File: src/rtl/stump_mem_arbiter_pkg.sv
// Shared definitions for the Stump memory arbiter: FSM states, owner codes
// and the starvation counter width helper.
package stump_mem_arbiter_pkg;

  typedef enum logic [1:0] {
    ST_IDLE = 2'b00,
    ST_DMA  = 2'b01,
    ST_ACK  = 2'b10
  } arb_state_e;

  localparam logic [1:0] OWN_NONE = 2'b00;
  localparam logic [1:0] OWN_CPU  = 2'b01;
  localparam logic [1:0] OWN_DMA  = 2'b10;

  // Counter must hold 0..limit and is never narrower than 2 bits.
  function automatic int unsigned cnt_width(input int unsigned limit);
    int unsigned w;
    w = $clog2(limit + 1);
    return (w < 2) ? 2 : w;
  endfunction

endpackage

File: src/rtl/stump_mem_arbiter.sv
// Single-port memory arbiter between the Stump CPU and a DMA/debug port.
// Define STUMP_ARB_FAIRNESS_EN to build the DMA starvation counter / forced grant.
module stump_mem_arbiter
  import stump_mem_arbiter_pkg::*;
#(
  parameter int unsigned STARVE_LIMIT = 3
) (
  input  logic        clk,
  input  logic        rst,
  input  logic        cpu_ren,
  input  logic        cpu_wen,
  input  logic [15:0] cpu_addr,
  input  logic [15:0] cpu_wdata,
  output logic [15:0] cpu_rdata,
  output logic        cpu_stall,
  input  logic        dma_req,
  input  logic        dma_wen,
  input  logic [15:0] dma_addr,
  input  logic [15:0] dma_wdata,
  output logic [15:0] dma_rdata,
  output logic        dma_ack,
  output logic [15:0] mem_addr,
  output logic [15:0] mem_wdata,
  output logic        mem_ren,
  output logic        mem_wen,
  input  logic [15:0] mem_rdata,
  output logic [1:0]  owner
);

  arb_state_e  state_q;
  logic        dma_wen_q;
  logic [15:0] dma_addr_q;
  logic [15:0] dma_wdata_q;
  logic [15:0] dma_rdata_q;
  logic        dma_ack_q;
  logic        cpu_req;
  logic        grant_dma;

  assign cpu_req = cpu_ren | cpu_wen;

`ifdef STUMP_ARB_FAIRNESS_EN
  localparam int unsigned CW = cnt_width(STARVE_LIMIT);
  localparam logic [CW-1:0] LIMIT = CW'(STARVE_LIMIT);

  logic [CW-1:0] starve_q, starve_d;

  assign grant_dma = dma_req && (!cpu_req || (starve_q == LIMIT));

  always_comb begin
    starve_d = starve_q;
    if (state_q == ST_IDLE) begin
      if (grant_dma)
        starve_d = '0;
      else if (dma_req && cpu_req && (starve_q != LIMIT))
        starve_d = starve_q + 1'b1;
    end
  end

  always_ff @(posedge clk or posedge rst) begin
    if (rst) starve_q <= '0;
    else     starve_q <= starve_d;
  end
`else
  // The limit only has meaning when the fairness counter is compiled in.
  logic unused_starve_limit;
  assign unused_starve_limit = ^STARVE_LIMIT;
  assign grant_dma = dma_req && !cpu_req;
`endif

  // The DMA request is captured at grant so a request withdrawn during the
  // DMA cycle still completes with the committed address/data.
  always_ff @(posedge clk or posedge rst) begin
    if (rst) begin
      state_q     <= ST_IDLE;
      dma_wen_q   <= 1'b0;
      dma_addr_q  <= '0;
      dma_wdata_q <= '0;
      dma_rdata_q <= '0;
      dma_ack_q   <= 1'b0;
    end else begin
      dma_ack_q <= 1'b0;
      unique case (state_q)
        ST_IDLE: begin
          if (grant_dma) begin
            state_q     <= ST_DMA;
            dma_wen_q   <= dma_wen;
            dma_addr_q  <= dma_addr;
            dma_wdata_q <= dma_wdata;
          end
        end
        ST_DMA: begin
          if (!dma_wen_q) dma_rdata_q <= mem_rdata;
          dma_ack_q <= 1'b1;
          state_q   <= ST_ACK;
        end
        ST_ACK:  state_q <= ST_IDLE;
        default: state_q <= ST_IDLE;
      endcase
    end
  end

  always_comb begin
    mem_addr  = cpu_addr;
    mem_wdata = cpu_wdata;
    mem_ren   = 1'b0;
    mem_wen   = 1'b0;
    owner     = OWN_NONE;
    cpu_stall = 1'b0;
    if (!rst) begin
      if (state_q == ST_DMA) begin
        mem_addr  = dma_addr_q;
        mem_wdata = dma_wdata_q;
        mem_wen   = dma_wen_q;
        mem_ren   = !dma_wen_q;
        owner     = OWN_DMA;
        cpu_stall = cpu_req;
      end else if (cpu_req) begin
        mem_wen = cpu_wen;
        mem_ren = cpu_ren && !cpu_wen;
        owner   = OWN_CPU;
      end
    end
  end

  assign cpu_rdata = mem_rdata;
  assign dma_rdata = dma_rdata_q;
  assign dma_ack   = dma_ack_q;

endmodule

File: config.mk
export PLATFORM = sky130hd
export DESIGN_NAME = stump_mem_arbiter
export DESIGN_NICKNAME = d
export VERILOG_FILES = /design/src/rtl/stump_mem_arbiter_pkg.sv /design/src/rtl/stump_mem_arbiter.sv
export SDC_FILE = /design/constraint.sdc
export NUM_CORES = 1
export LEC_CHECK = 0
export CORE_MARGIN = 5
export CORE_UTILIZATION = 25
export DETAILED_ROUTE_END_ITERATION = 12
export PLACE_DENSITY = 0.63
export SYNTH_ARGS = -nofsm -noshare
export SYNTH_HDL_FRONTEND = slang
export SYNTH_SLANG_ARGS = --single-unit
File: constraint.sdc
create_clock -name clk -period 1.95 [get_ports clk]
set_clock_uncertainty 0.2 [all_clocks]
set_input_delay 0.585 -clock clk [delete_from_list [all_inputs] [get_ports clk]]
set_output_delay 0.585 -clock clk [all_outputs]
set_load 0.005 [all_outputs]
After elaboration in Yosys (flattened, before gate mapping)

Index checks and enable logic that the tools add are counted.

Bits in registers: 52
Word-level logic and storage cells: 36

Multiplexer cells: 18
Reductions and logical operators: 8
Bitwise gates (word level): 2
Eq/ne operators: 2

Operators by type and width:

| cell               | count |
|---|---|
| $mux 16            | 4 |
| $mux 1             | 10 |
| $mux 2             | 3 |
| $pmux 2 s2         | 1 |
| $reduce_and 2->1   | 2 |
| $logic_not 1->1    | 3 |
| $eq 2x1->1 const B | 1 |
| $logic_and 1x1->1  | 2 |
| $logic_not 2->1    | 1 |
| $ne 2x2->1 const B | 1 |
| $not 1->1          | 1 |
| $or 1x1->1         | 1 |

Logic depth before layout (Yosys ltp)

Depth in word-level cells: 5
Mapped depth: 5

Worst setup path before layout

No wires, ideal clock.

Path kind: input to output
From: in rst
To: out mem_addr[10]
Required time: 1.165 ns
Cell stages on the path: 3
Arrival time: 1.258 ns
Slack: -0.093 ns
Cells stage by stage: nor2_4 > buf_4 > mux2_2

Word-level cells in the longest chain between the ends: 1

RTL lines:

| item        | line                     | RTL |
|---|---|---|
| from (decl) | stump_mem_arbiter.sv:9   | `input logic rst,` |
| $mux 16     | stump_mem_arbiter.sv:109 | `if (!rst) begin` |
| to (decl)   | stump_mem_arbiter.sv:22  | `output logic [15:0] mem_addr,` |

No other way between the ends.

Final worst setup path

From: reg state_q[1]
To: out mem_addr[13]

Word-level cells in the longest chain between the ends: 3

RTL lines:

| item                   | line                     | RTL |
|---|---|---|
| from (decl)            | stump_mem_arbiter.sv:30  | `arb_state_e state_q;` |
| from (signal assigned) | stump_mem_arbiter.sv:74  | `state_q <= ST_IDLE;` |
| from (signal assigned) | stump_mem_arbiter.sv:85  | `state_q <= ST_DMA;` |
| from (signal assigned) | stump_mem_arbiter.sv:94  | `state_q <= ST_ACK;` |
| $eq 2x1->1             | stump_mem_arbiter.sv:110 | `if (state_q == ST_DMA) begin` |
| $mux 16                | stump_mem_arbiter.sv:110 |  |
| $mux 16                | stump_mem_arbiter.sv:109 |  |

No other way between the ends.

==> flow_metrics.tcl <==
set metrics [dict create \
    status "finished, violations left" \
    violations "setup timing" \
    hold_depth 1 \
    crit_start "state_q[1]" \
    internal-power_mw 2.62 \
    fin_ws_ns -0.553 \
    area_growth_pct 86.2 \
    ys_seq_elements 52 \
    vdd_ir_drop_max_mv 0.415 \
    final_antenna_net_count 0 \
    relSlewSlack 0.863 \
    final.period_utilization 1.28 \
    rrSetupSlack_ns 0 \
    via_per_inst 4.17 \
    finalSetupViolCount 41 \
    worstReg2RegStart "state_q[1]" \
    rows 37 \
    synth_cell_types 16 \
    max_freq_mhz 400 \
    grt_first_pass_wirelength_um 12500 \
    reg2regPathDepth 8 \
    cellPowerDensity_nw_per_um2 704 \
    numCtsBuffers 5 \
    required_ns 1.16 \
    hpwl_um 5670 \
    rsz0062_at_grt "true" \
    yosys_warnings 0 \
    combPwrFrac 0.347 \
    fin_area_um2 4930 \
    layout_commonest_cell "mux2_4" \
    regToRegEndpoint "dma_rdata[5]" \
    wl_met2_um 4470 \
    route.met3.wl_um 416 \
    cts_sinks 52 \
    tightest_slew_ns 0.205 \
    wirelength_um 8400 \
    worst_setup_path_end_kind "primary output" \
    switchingPower_uw 847 \
    pin_count 156 \
    grt_overflow 0 \
    whs_endpoint "dma_rdata[12]" \
    routedWlPerCell_um 17.3 \
    antenna_found_initial 0 \
    hold_viol 0 \
    vias 2029 \
    insertedDiodeCount 0 \
    hold_path_class "reg2reg" \
    mostFrequentLayoutCells "mux2_4, clkdlybuf4s50_1, dfrtp_1" \
    avgSynthCellArea_um2 15.3 \
    drtIter0Drc 47 \
    top_layer "met4" \
    crit_type "reg2out" \
    cellLeakagePower_nw 2.30 \
    maxSlewViolCount 0 \
    die_w_um 113 \
    cp.arrival_ns 1.72 \
    start_util 0.256 \
    grt_pass1_vias 2337 \
    grt_max_degree 28 \
    synth_area_leader_cell "dfrtp_1" \
    holdBufCountCts 0 \
    hold_start "dma_rdata[12]" \
    syn_nets 259 \
    cp-start-kind "register" \
    nets 435 \
    port_buffers 155 \
    first_pass_iters 4 \
    clk_pin_slew_ns 0.10 \
    final_util 0.477 \
    cts_tree "built" \
    dieArea_um2 12700 \
    synthCells 173 \
    max_cap_viol_count 0 \
    syn-cell-area_um2 2650 \
    routabilityCongestion 0.697 \
    synth_top_area_share 0.492 \
    period_minus_slack_ns 2.50 \
    clock-root-buffer "clkbuf_8" \
    clock_power_share 0.213 \
    seqPwrFrac 0.440 \
    cp_max_fo 6 \
    synth.area.top_cells "dfrtp_1, mux2_4, mux2_2, mux2_1, buf_4" \
    h-tree-depth 2 \
    place_area_um2 4370 \
    clockBufferDepth 2 \
    clk_latency_ns 0.30 \
    grtUsageTotal 0.123 \
    p_sw_frac 0.244 \
    ys_seq_area_frac 0.492 \
    core-area_um2 10300 \
    wl_met1_um 3390 \
    die_h_um 113 \
    drc 0 \
    drive_gt1_frac 0.543 \
]
[metal layers]
metal | vias to the layer above | global-route usage
met5 | - | 0
met4 | 0 | 0.0425
met3 | 9 | 0.0219
met2 | 68 | 0.227
met1 | 1008 | 0.141
li1 | 944 | -
[worst max path at each step]
| stage | to | slack (ns) |
|---|---|---|
| floorplan | mem_addr[10] | -0.07 |
| global placement | mem_wdata[5] | -1.05 |
| detailed placement | mem_wdata[5] | -1.03 |
| CTS | mem_addr[4] | -0.60 |
| global route | mem_addr[13] | -0.63 |
| finish | mem_addr[13] | -0.55 |
[worst max-delay path, stage by stage, from the launching register on]
cell and delay (ns):
dfrtp_1 0.39, nand2b_4 0.16, nor2_4 0.15, buf_6 0.15
buf_16 0.14, mux2_4 0.31, buf_6 0.12
[cells by family after synthesis]
family	after synthesis	synth area share
AO/OA/AOI/OAI	2	0.00521
buffers and inverters	29	0.0922
multiplexers	81	0.386
flip-flops	52	0.492
AND/OR/NAND/NOR	9	0.0246
[power by group through the flow]
stage / combinational, mW / sequential (mW) / clock (mW)
3_3_place_gp: 1.10 / 1.53 / 0
3_5_place_dp: 1.12 / 1.53 / 0
2_1_floorplan: 0.458 / 1.51 / 0
6_report: 1.20 / 1.53 / 0.740
4_1_cts: 1.08 / 1.52 / 0.776
5_1_grt: 1.29 / 1.57 / 0.825
[stage by stage]
stage          std cells  hold WS, ns  total power, mW  setup TNS, ns  setup WS [ns]
3_5_place_dp         462        0.274             2.65         -58.79          -1.03
3_3_place_gp         462        0.269             2.62         -58.38          -1.05
5_1_grt              486        0.343             3.68         -24.87         -0.630
6_report             486        0.312             3.47         -18.42         -0.553
4_1_cts              481        0.293             3.37         -18.53         -0.604
2_1_floorplan        173        0.275             1.96          -2.03        -0.0724
[Yosys cell counts, drive strengths merged]
library cell	n
nand2b	1
dfrtp	52
buf	25
mux2	81
inv	4
nor3b	1
a211oi	1
a31oi	1
nor2	4
and3	1
nor3	2
[area by class of cell]
type                    count  area, um^2
clock buffers               6        72.6
clock inverters             2        35.0
fillers                   954        5400
inverters                   4        18.8
multi-input cells          92        1330
flip-flops and latches     52        1300
well taps                 136         170
repair buffers            194        2000
[repair_timing]
action / CTS / global route
pin swaps: 4 / 4
gates cloned: 4 / 4
resized for setup: 319 / 36
buffers inserted: 8 / 3
endpoints found under the setup margin: 103 / 75
[registers in the layout, summed over array words and instances (netlist names)]
signal       flops
dma_ack          1
dma_rdata       16
dma_wen_q        1
dma_addr_q      16
state_q          2
dma_wdata_q     16
(Power assumes the default switching activity.)
